==> src/rtl/lsu_pkg.sv <==
// Shared definitions for the data-memory load/store unit: size codes, FSM states, lane helpers.
// Latency: none (types, constants and pure functions only).
// Backpressure: not applicable.
package lsu_pkg;

  // Access size codes, identical to the 2-bit d_size encoding driven by decode
  localparam logic [1:0] SIZE_BYTE = 2'b00;
  localparam logic [1:0] SIZE_HALF = 2'b01;
  localparam logic [1:0] SIZE_WORD = 2'b10;

  typedef enum logic [1:0] {
    ST_IDLE = 2'b00,
    ST_REQ  = 2'b01,
    ST_WAIT = 2'b10,
    ST_DONE = 2'b11
  } lsu_state_t;

  // Byte-lane enables for an access of the given size at the given byte offset
  function automatic logic [3:0] be_for(input logic [1:0] size, input logic [1:0] addr_lo);
    logic [3:0] be;
    case (size)
      SIZE_BYTE: be = 4'b0001 << addr_lo;
      SIZE_HALF: be = 4'b0011 << {addr_lo[1], 1'b0};
      SIZE_WORD: be = 4'b1111;
      default:   be = 4'b0000;
    endcase
    return be;
  endfunction

  // Natural-alignment check; the reserved size code is treated as misaligned
  function automatic logic is_misaligned(input logic [1:0] size, input logic [1:0] addr_lo);
    logic mis;
    case (size)
      SIZE_BYTE: mis = 1'b0;
      SIZE_HALF: mis = addr_lo[0];
      SIZE_WORD: mis = |addr_lo;
      default:   mis = 1'b1;
    endcase
    return mis;
  endfunction

endpackage

==> src/rtl/dmem_lane_align.sv <==
// Byte-lane steering: store byte enables and data replication, load shift and sign/zero extension.
// Latency: purely combinational, zero cycles.
// Backpressure: none; the owning FSM decides when the results are sampled.
module dmem_lane_align
  import lsu_pkg::*;
#(
  parameter int unsigned XLEN = 32
) (
  input  logic [1:0]      st_size,
  input  logic [1:0]      st_addr_lo,
  input  logic [XLEN-1:0] st_wdata,
  output logic [3:0]      st_be,
  output logic [XLEN-1:0] st_wdata_rep,
  input  logic [1:0]      ld_size,
  input  logic            ld_unsigned,
  input  logic [1:0]      ld_addr_lo,
  input  logic [XLEN-1:0] ld_rdata,
  output logic [XLEN-1:0] ld_data
);

  logic [XLEN-1:0] ld_shifted;

  // Store side: the slave picks lanes by byte enable, so the datum is copied into every lane
  always_comb begin
    st_be        = be_for(st_size, st_addr_lo);
    st_wdata_rep = st_wdata;
    case (st_size)
      SIZE_BYTE: st_wdata_rep = {(XLEN/8){st_wdata[7:0]}};
      SIZE_HALF: st_wdata_rep = {(XLEN/16){st_wdata[15:0]}};
      default:   st_wdata_rep = st_wdata;
    endcase
  end

  // Load side: bring the addressed lane down to bit 0, then extend to full width
  always_comb begin
    ld_shifted = ld_rdata >> {ld_addr_lo, 3'b000};
    ld_data    = ld_shifted;
    case (ld_size)
      SIZE_BYTE: ld_data = ld_unsigned ? {{(XLEN-8){1'b0}}, ld_shifted[7:0]}
                                       : {{(XLEN-8){ld_shifted[7]}}, ld_shifted[7:0]};
      SIZE_HALF: ld_data = ld_unsigned ? {{(XLEN-16){1'b0}}, ld_shifted[15:0]}
                                       : {{(XLEN-16){ld_shifted[15]}}, ld_shifted[15:0]};
      default:   ld_data = ld_shifted;
    endcase
  end

endmodule

==> src/rtl/dmem_load_store_unit.sv <==
// MEM-stage load/store unit: runs one req/gnt/rvalid data-bus transfer per decoded load or store.
// Latency: at least 3 stalled cycles (IDLE accept, REQ with gnt, WAIT with rvalid), result strobed in DONE.
// Backpressure: o_stall holds the pipeline while the bus withholds gnt/rvalid; a timeout aborts a dead bus.
module dmem_load_store_unit
  import lsu_pkg::*;
#(
  parameter int unsigned XLEN           = 32,
  parameter int unsigned TIMEOUT_CYCLES = 255
) (
  input  logic            i_clk,
  input  logic            i_rst,
  input  logic            i_mem_read,
  input  logic            i_mem_write,
  input  logic [1:0]      i_d_size,
  input  logic            i_d_unsigned,
  input  logic [XLEN-1:0] i_addr,
  input  logic [XLEN-1:0] i_wdata,
  output logic            o_stall,
  output logic [XLEN-1:0] o_rdata,
  output logic            o_rdata_valid,
  output logic            o_misaligned,
  output logic            o_bus_err,
  output logic            o_bus_req,
  output logic            o_bus_we,
  output logic [XLEN-1:0] o_bus_addr,
  output logic [3:0]      o_bus_be,
  output logic [XLEN-1:0] o_bus_wdata,
  input  logic            i_bus_gnt,
  input  logic            i_bus_rvalid,
  input  logic [XLEN-1:0] i_bus_rdata
);

  // Counter just wide enough to reach TIMEOUT_CYCLES; a zero limit never fires
  localparam int unsigned CNT_W = (TIMEOUT_CYCLES > 0) ? $clog2(TIMEOUT_CYCLES + 1) : 1;
  localparam logic [CNT_W-1:0] TO_LAST =
    CNT_W'((TIMEOUT_CYCLES > 0) ? (TIMEOUT_CYCLES - 1) : 0);

  lsu_state_t      state_q, state_d;
  logic [CNT_W-1:0] cnt_q;
  logic            access, misaligned, start;
  logic            timeout_hit, timeout_fire, enter_done;

  logic [1:0]      ld_size_q;
  logic            ld_unsigned_q;
  logic [1:0]      ld_addr_lo_q;

  logic [3:0]      st_be;
  logic [XLEN-1:0] st_wdata_rep;
  logic [XLEN-1:0] ld_data;

  assign access      = i_mem_read | i_mem_write;
  assign misaligned  = is_misaligned(i_d_size, i_addr[1:0]);
  assign start       = (state_q == ST_IDLE) && access && !misaligned;
  // The count seen in the cycle being evaluated; this cycle is the limit-th one spent waiting
  assign timeout_hit = (TIMEOUT_CYCLES != 0) && (cnt_q >= TO_LAST);

  dmem_lane_align #(
    .XLEN(XLEN)
  ) u_lane_align (
    .st_size     (i_d_size),
    .st_addr_lo  (i_addr[1:0]),
    .st_wdata    (i_wdata),
    .st_be       (st_be),
    .st_wdata_rep(st_wdata_rep),
    .ld_size     (ld_size_q),
    .ld_unsigned (ld_unsigned_q),
    .ld_addr_lo  (ld_addr_lo_q),
    .ld_rdata    (i_bus_rdata),
    .ld_data     (ld_data)
  );

  // State register
  always_ff @(posedge i_clk or posedge i_rst) begin
    if (i_rst) state_q <= ST_IDLE;
    else       state_q <= state_d;
  end

  // Next state, stall and misalignment flags; real bus progress beats a coincident timeout
  always_comb begin
    state_d      = state_q;
    timeout_fire = 1'b0;
    o_stall      = 1'b0;
    o_misaligned = 1'b0;
    case (state_q)
      ST_IDLE: begin
        o_misaligned = access && misaligned;
        o_stall      = start;
        if (start) state_d = ST_REQ;
      end
      ST_REQ: begin
        o_stall = 1'b1;
        if (i_bus_gnt) begin
          state_d = ST_WAIT;
        end else if (timeout_hit) begin
          state_d      = ST_DONE;
          timeout_fire = 1'b1;
        end
      end
      ST_WAIT: begin
        o_stall = 1'b1;
        if (i_bus_rvalid) begin
          state_d = ST_DONE;
        end else if (timeout_hit) begin
          state_d      = ST_DONE;
          timeout_fire = 1'b1;
        end
      end
      // Pipeline advances this cycle, so any access still presented belongs to this instruction
      ST_DONE: state_d = ST_IDLE;
      default: state_d = ST_IDLE;
    endcase
  end

  assign enter_done = (state_q != ST_DONE) && (state_d == ST_DONE);

  // Wait-cycle counter: runs while a transfer is outstanding, cleared otherwise
  always_ff @(posedge i_clk or posedge i_rst) begin
    if (i_rst)                                         cnt_q <= '0;
    else if (state_q == ST_REQ || state_q == ST_WAIT)  cnt_q <= cnt_q + CNT_W'(1);
    else                                               cnt_q <= '0;
  end

  // Bus request registers and load attributes; held stable from accept until the next accept
  always_ff @(posedge i_clk or posedge i_rst) begin
    if (i_rst) begin
      o_bus_req     <= 1'b0;
      o_bus_we      <= 1'b0;
      o_bus_addr    <= '0;
      o_bus_be      <= '0;
      o_bus_wdata   <= '0;
      ld_size_q     <= SIZE_BYTE;
      ld_unsigned_q <= 1'b0;
      ld_addr_lo_q  <= 2'b00;
    end else begin
      if (start) begin
        o_bus_req     <= 1'b1;
        o_bus_we      <= i_mem_write;
        o_bus_addr    <= {i_addr[XLEN-1:2], 2'b00};
        o_bus_be      <= st_be;
        o_bus_wdata   <= st_wdata_rep;
        ld_size_q     <= i_d_size;
        ld_unsigned_q <= i_d_unsigned;
        ld_addr_lo_q  <= i_addr[1:0];
      end else if (state_q == ST_REQ && (i_bus_gnt || timeout_fire)) begin
        o_bus_req <= 1'b0;
      end
    end
  end

  // Result, completion strobe and error flag; stores and aborted accesses return zero
  always_ff @(posedge i_clk or posedge i_rst) begin
    if (i_rst) begin
      o_rdata       <= '0;
      o_rdata_valid <= 1'b0;
      o_bus_err     <= 1'b0;
    end else begin
      if (timeout_fire) begin
        o_rdata <= '0;
      end else if (state_q == ST_WAIT && i_bus_rvalid) begin
        o_rdata <= o_bus_we ? '0 : ld_data;
      end
      o_rdata_valid <= enter_done;
      o_bus_err     <= timeout_fire;
    end
  end

endmodule

==> config.mk <==
export PLATFORM = sky130hd
export DESIGN_NAME = dmem_load_store_unit
export DESIGN_NICKNAME = d
export VERILOG_FILES = /design/src/rtl/lsu_pkg.sv /design/src/rtl/dmem_lane_align.sv /design/src/rtl/dmem_load_store_unit.sv
export SDC_FILE = /design/constraint.sdc
export NUM_CORES = 1
export LEC_CHECK = 0
export ABC_AREA = 1
export CORE_ASPECT_RATIO = 1.1
export CORE_UTILIZATION = 45
export CTS_CLUSTER_SIZE = 14
export DETAILED_ROUTE_END_ITERATION = 8
export PLACE_DENSITY_LB_ADDON = 0.08
export SYNTH_ARGS = -nofsm -noshare
export SYNTH_HDL_FRONTEND = slang
export SYNTH_SLANG_ARGS = --single-unit
export TNS_END_PERCENT = 20
==> constraint.sdc <==
create_clock -name i_clk -period 5.3 [get_ports i_clk]
set_input_delay 1.06 -clock i_clk [delete_from_list [all_inputs] [get_ports i_clk]]
set_output_delay 1.06 -clock i_clk [all_outputs]
set_load 0.05 [all_outputs]
==> results.sh, run 1 <==
export IMPL_finalSetupViolCount=0
export IMPL_worst_slew_pin_slew_ps=1160
export IMPL_antenna_found_initial=0
export IMPL_final_util_pct=69.0
export IMPL_crit_arrival_ps=3250
export IMPL_cap_violations=0
export IMPL_max_vdd_ir_drop_mv=0.557
export IMPL_die_h_um=120
export IMPL_synthCells=734
export IMPL_synth_largest_area_cell="dfrtp_1"
export IMPL_ios=211
export IMPL_grt_pass1_vias=5445
export IMPL_min_from="o_bus_addr[31]"
export IMPL_hp_class="reg -> reg"
export IMPL_cp_start_kind="input pin"
export IMPL_dr_total_vias=5686
export IMPL_setup_tns_final_ps=0
export IMPL_worstPathRequired_ps=4240
export IMPL_insertion_delay_ps=420
export IMPL_ys_ff_latch=117
export IMPL_nets=1038
export IMPL_coreArea_um2=12200
export IMPL_drt_iter0_drc=271
export IMPL_slew_limit_headroom_pct=22.6
export IMPL_leakage_nw=4.07
export IMPL_root_buffer="clkbuf_16"
export IMPL_grt_ovfl_total=0
export IMPL_wl_per_cell_um=15.3
export IMPL_die_x_um=110
export IMPL_synth_top_cell_area_share_pct=51.0
export IMPL_reg2reg_from="state_q[0]"
export IMPL_p_total_mw=6.01
export IMPL_fin_ws_ps=986
export IMPL_fin_area_um2=8450
export IMPL_r2r_end="o_rdata[14]"
export IMPL_numPortBuffers=208
export IMPL_period_share_pct=81.4
export IMPL_antenna_cells=0
export IMPL_drive_gt1_share_pct=5.76
export IMPL_fillers=1021
export IMPL_cts_resized=0
export IMPL_period_minus_slack_ps=4310
export IMPL_post_cts_buffers=0
export IMPL_cts_tree="built"
export IMPL_dp_worst_setup_slack_ps=1000
export IMPL_drtAntennaViolNets=0
export IMPL_rsz0062_at_grt="false"
export IMPL_synthToLayoutAreaGrowth_pct=47.2
export IMPL_reg2reg_depth=8
export IMPL_endpoint_kind="output pin"
export IMPL_clkSlewWorstSetupHoldPaths_ps=50
export IMPL_via_per_inst=5.21
export IMPL_status="complete, no violations"
export IMPL_grt_total_usage_pct=26.0
export IMPL_ctsLongestPathBuffers=2
export IMPL_finalClockSkew_ps=9.64
export IMPL_finalMaxSlewViolations=0
export IMPL_hpwl_mm=11.7
export IMPL_regArea_um2=2930
export IMPL_drc=0
export IMPL_ys_types=27
export IMPL_htree_levels=4
export IMPL_num_rows=42
export IMPL_ys_top_cells_by_area="dfrtp_1, nand2_1, nand3_1"
export IMPL_cts_hold_buf=0
export IMPL_grt_max_degree=96
export IMPL_initial_utilization_pct=46.9
export IMPL_r2r_slack_ps=2690
export IMPL_grt_first_pass_wirelength_mm=26.2
export IMPL_wl_mm=16.7
export IMPL_place_area_um2=7820
export IMPL_dr_pass1_iters=5
export IMPL_cts_sinks=117
export IMPL_die_area_um2=13200
export IMPL_multiInputGateArea_um2=2430
export IMPL_hold_violations=0
export IMPL_path_max_fanout=19
export IMPL_power_density_nw_per_um2=711
export IMPL_gp_congestion=0.913
export IMPL_netlist_area_um2=5740
export IMPL_cts_buffers=17
export IMPL_avgSynthCellArea_um2=7.82
export IMPL_fmax_mhz=232
export IMPL_min_to="o_bus_addr[31]"
export IMPL_synth_seq_area_share_pct=51.0
export IMPL_ys_warnings_count=0
export IMPL_worstSetupPathType="in -> out"
export IMPL_hold_depth=2
[state kept, by name, indices dropped and copies added (netlist names)]
signal         cells
o_bus_err          1
o_bus_we           1
o_rdata_valid      1
ld_unsigned_q      1
state_q            2
o_bus_be           4
ld_addr_lo_q       2
o_bus_req          1
ld_size_q          2
o_bus_addr        30
cnt_q              8
o_bus_wdata       32
o_rdata           32
[stage by stage]
step           cells  hold WS [ps]
6_report        1091           468
5_1_grt         1091           490
4_1_cts         1091           471
3_5_place_dp    1060           458
3_3_place_gp    1060           453
2_1_floorplan    735           474
[where the power goes]
part / internal, mW / switching, mW / total (mW)
combinational: 1.02 / 2.18 / 3.20
clock: 0.831 / 0.400 / 1.23
sequential: 1.28 / 0.303 / 1.58
total: 3.13 / 2.88 / 6.01
[cell usage in the layout, fill, tap and decap left out, types with 7 or more instances in the layout]
cell | synthesis | final
nand2_1 | 293 | 293
clkdlybuf4s50_1 | 0 | 207
dfrtp_1 | 117 | 117
a21oi_1 | 31 | 31
buf_4 | 4 | 7
o211ai_1 | 7 | 7
inv_1 | 32 | 31
ha_1 | 8 | 8
nand3_1 | 75 | 75
o21ai_0 | 56 | 56
a22oi_1 | 7 | 7
o21ai_1 | 9 | 9
clkbuf_16 | 0 | 17
nor2_1 | 30 | 30
[routing by layer]
metal  track usage, %  part of all wire [%]  wire length (um)
met5                0                     0                 0
met4             9.33                   1.9               324
met3             10.2                   9.6              1600
met2             42.8                    49              8210
met1             30.5                    39              6610
[synthesized netlist by cell type (all sizes together)]
cell type  count
o21ai         65
nand2        295
a22oi          7
nand3         77
buf           30
conb           1
xnor2          1
clkbuf        13
a21oi         31
inv           38
a31oi          2
ha             8
or2            2
dfrtp        117
nor3           5
o211ai         7
nor2          35
[final cells by class]
type	instances	share of cell area [%]
flip-flops and latches	117	34.6
clock buffers	22	5.73
clock inverters	9	1.76
multi-input cells	537	28.7
repair buffers	214	25.1
well taps	154	2.28
inverters	38	1.72
[critical path, cell delays in order]
cell and delay (ps):
clkdlybuf4s50_1 870, o21ai_1 140, nand2_1 210, inv_2 60, nor2_1 90, clkdlybuf4s50_1 810
[cells by family (layout without fill, tap and decap cells)]
family	after synthesis	count (layout)	synth area share (%)
buffers and inverters	81	283	6.84
other	1	2	0.0653
AOI/OAI and AO/OA	112	112	10.4
adders and majority gates	8	8	1.74
and+or+nand+nor	414	414	29.8
xor gates and xnor gates	1	1	0.153
DFF	117	117	51.0
[worst max path at each step]
stage / from / endpoint / slack (ps) / cells past startpoint
after floorplan: i_rst / cnt_q[0] / 1140 / 1
after global placement: i_d_size[1] / o_misaligned / 1020 / 6
after detailed placement: i_d_size[1] / o_misaligned / 1000 / 6
after CTS: i_d_size[1] / o_misaligned / 980 / 6
after global routing: i_d_size[1] / o_misaligned / 850 / 6
final: i_d_size[1] / o_misaligned / 990 / 6
Power figures use the tool's default switching activity.
==> run 2, diff against run 1 <==
- CORE_UTILIZATION: 45 -> 41
- clock period: 5.3 -> 3.9 ns (I/O delays scaled with it)
==> results.sh, run 2 (synthesized netlist as in run 1, its figures left out) <==
export IMPL_status="complete, no violations"
export IMPL_gp_congestion=0.873
export IMPL_top_regs="o_bus_wdata (32), o_rdata (32), o_bus_addr (30)"
export IMPL_place_area_um2=7910
export IMPL_worstSetupPathType="in -> out"
export IMPL_wl_mm=16.4
export IMPL_slowest_stage="clkdlybuf4s50_1"
export IMPL_grt_first_pass_wirelength_mm=26.6
export IMPL_regArea_um2=2930
export IMPL_cts_buffers=17
export IMPL_final_util_pct=63.5
export IMPL_setup_tns_final_ps=0
export IMPL_root_buffer="clkbuf_16"
export IMPL_grt_ovfl_total=0
export IMPL_ctsLongestPathBuffers=2
export IMPL_dr_total_vias=5564
export IMPL_min_from="o_bus_addr[17]"
export IMPL_rsz0062_at_grt="false"
export IMPL_p_total_mw=8.15
export IMPL_r2r_slack_ps=1580
export IMPL_final_common_cell="nand2_1"
export IMPL_critPathMaxStageDelay_ps=570
export IMPL_fin_area_um2=8530
export IMPL_hold_violations=0
export IMPL_hpwl_mm=11.6
export IMPL_nets=1041
export IMPL_crit_arrival_ps=2230
export IMPL_endpoint_kind="output pin"
export IMPL_grt_total_usage_pct=23.4
export IMPL_power_density_nw_per_um2=955
export IMPL_die_x_um=115
export IMPL_clkSlewWorstSetupHoldPaths_ps=50
export IMPL_slew_limit_headroom_pct=42.1
export IMPL_cts_hold_buf=0
export IMPL_grt_max_degree=96
export IMPL_ios=211
export IMPL_finalSetupViolCount=0
export IMPL_max_vdd_ir_drop_mv=0.575
export IMPL_cp_start_kind="input pin"
export IMPL_drc=0
export IMPL_layout_common_cells="nand2_1, clkdlybuf4s50_1, dfrtp_1"
export IMPL_fillers=1198
export IMPL_wl_per_cell_um=14.6
export IMPL_min_to="o_bus_addr[17]"
export IMPL_worstPathRequired_ps=3120
export IMPL_r2r_end="o_bus_wdata[8]"
export IMPL_drive_gt1_share_pct=6.38
export IMPL_numPortBuffers=208
export IMPL_dp_worst_setup_slack_ps=901
export IMPL_grt_pass1_vias=5441
export IMPL_instances_no_fill=1125
export IMPL_htree_levels=4
export IMPL_antenna_cells=0
export IMPL_insertion_delay_ps=410
export IMPL_hold_ws_ps=470
export IMPL_cap_violations=0
export IMPL_leakage_nw=4.08
export IMPL_die_h_um=126
export IMPL_path_max_fanout=9
export IMPL_fmax_mhz=332
export IMPL_synthToLayoutAreaGrowth_pct=48.6
export IMPL_antenna_found_initial=0
export IMPL_num_rows=44
export IMPL_post_cts_buffers=0
export IMPL_cts_sinks=117
export IMPL_crit_chain="clkdlybuf4s50_1, o21ai_1, nand2_1, inv_2, nand2_2, a21oi_1, buf_12"
export IMPL_period_share_pct=77.2
export IMPL_hold_depth=2
export IMPL_reg2reg_depth=7
export IMPL_cts_tree="built"
export IMPL_finalMaxSlewViolations=0
export IMPL_cts_resized=0
export IMPL_via_per_inst=4.95
export IMPL_placedCellCount=1093
export IMPL_die_area_um2=14500
export IMPL_dr_pass1_iters=6
export IMPL_reg2reg_from="state_q[1]"
export IMPL_fin_ws_ps=889
export IMPL_drt_iter0_drc=436
export IMPL_hp_class="reg -> reg"
export IMPL_coreArea_um2=13400
export IMPL_initial_utilization_pct=42.7
export IMPL_drtAntennaViolNets=0
export IMPL_finalClockSkew_ps=4.75
export IMPL_worst_slew_pin_slew_ps=868
export IMPL_period_minus_slack_ps=3010
export IMPL_multiInputGateArea_um2=2430
==> run 2: cell types whose count changed in the layout (fill, tap and decap cells not counted) <==
cell / change
buf_12: +3
clkbuf_8: -1
clkdlybuf4s50_1: -1
buf_4: +1
clkinv_4: +1
inv_6: +1
bufinv_16: -1
clkbuf_1: -1
clkinvlp_4: +2
==> run 2: how the worst max path moves through the flow <==
| stage | to | slack, ps | cells past startpoint | startpoint |
|---|---|---|---|---|
| finish | o_stall | 890 | 7 | i_d_size[1] |
| global route | o_stall | 760 | 7 | i_d_size[1] |
| CTS | o_stall | 880 | 7 | i_d_size[1] |
| detailed placement | o_stall | 900 | 7 | i_d_size[1] |
| global placement | o_stall | 950 | 7 | i_d_size[1] |
| floorplan | cnt_q[0] | 20 | 1 | i_rst |
==> run 2: cell type report <==
| class | count | area share (%) |
|---|---|---|
| Clock inverter | 12 | 1.77 |
| Clock buffer | 20 | 5.47 |
| Inverter | 38 | 1.70 |
| Sequential cell | 117 | 34.3 |
| Multi-Input combinational cell | 537 | 28.5 |
| Timing Repair Buffer | 217 | 25.6 |
| Tap cell | 184 | 2.70 |
==> run 2: where the power goes <==
group | switching (mW) | internal (mW)
logic | 3.01 | 1.43
registers | 0.355 | 1.74
clock network | 0.560 | 1.05
total | 3.93 | 4.22
==> run 2: routing by layer <==
metal | vias to the layer above | global-route usage [%] | routed length, um
met4 | 0 | 7.49 | 225
met2 | 199 | 38.3 | 7810
met5 | - | 0 | 0
li1 | 2745 | - | -
met1 | 2597 | 29.1 | 7080
met3 | 23 | 8.04 | 1320
==> run 2: worst max-delay path: cells and delay by family <==
family	cells	cell delay, ps
buffers and inverters	3	850
and+or+nand+nor	2	190
AOI/OAI and AO/OA	2	420
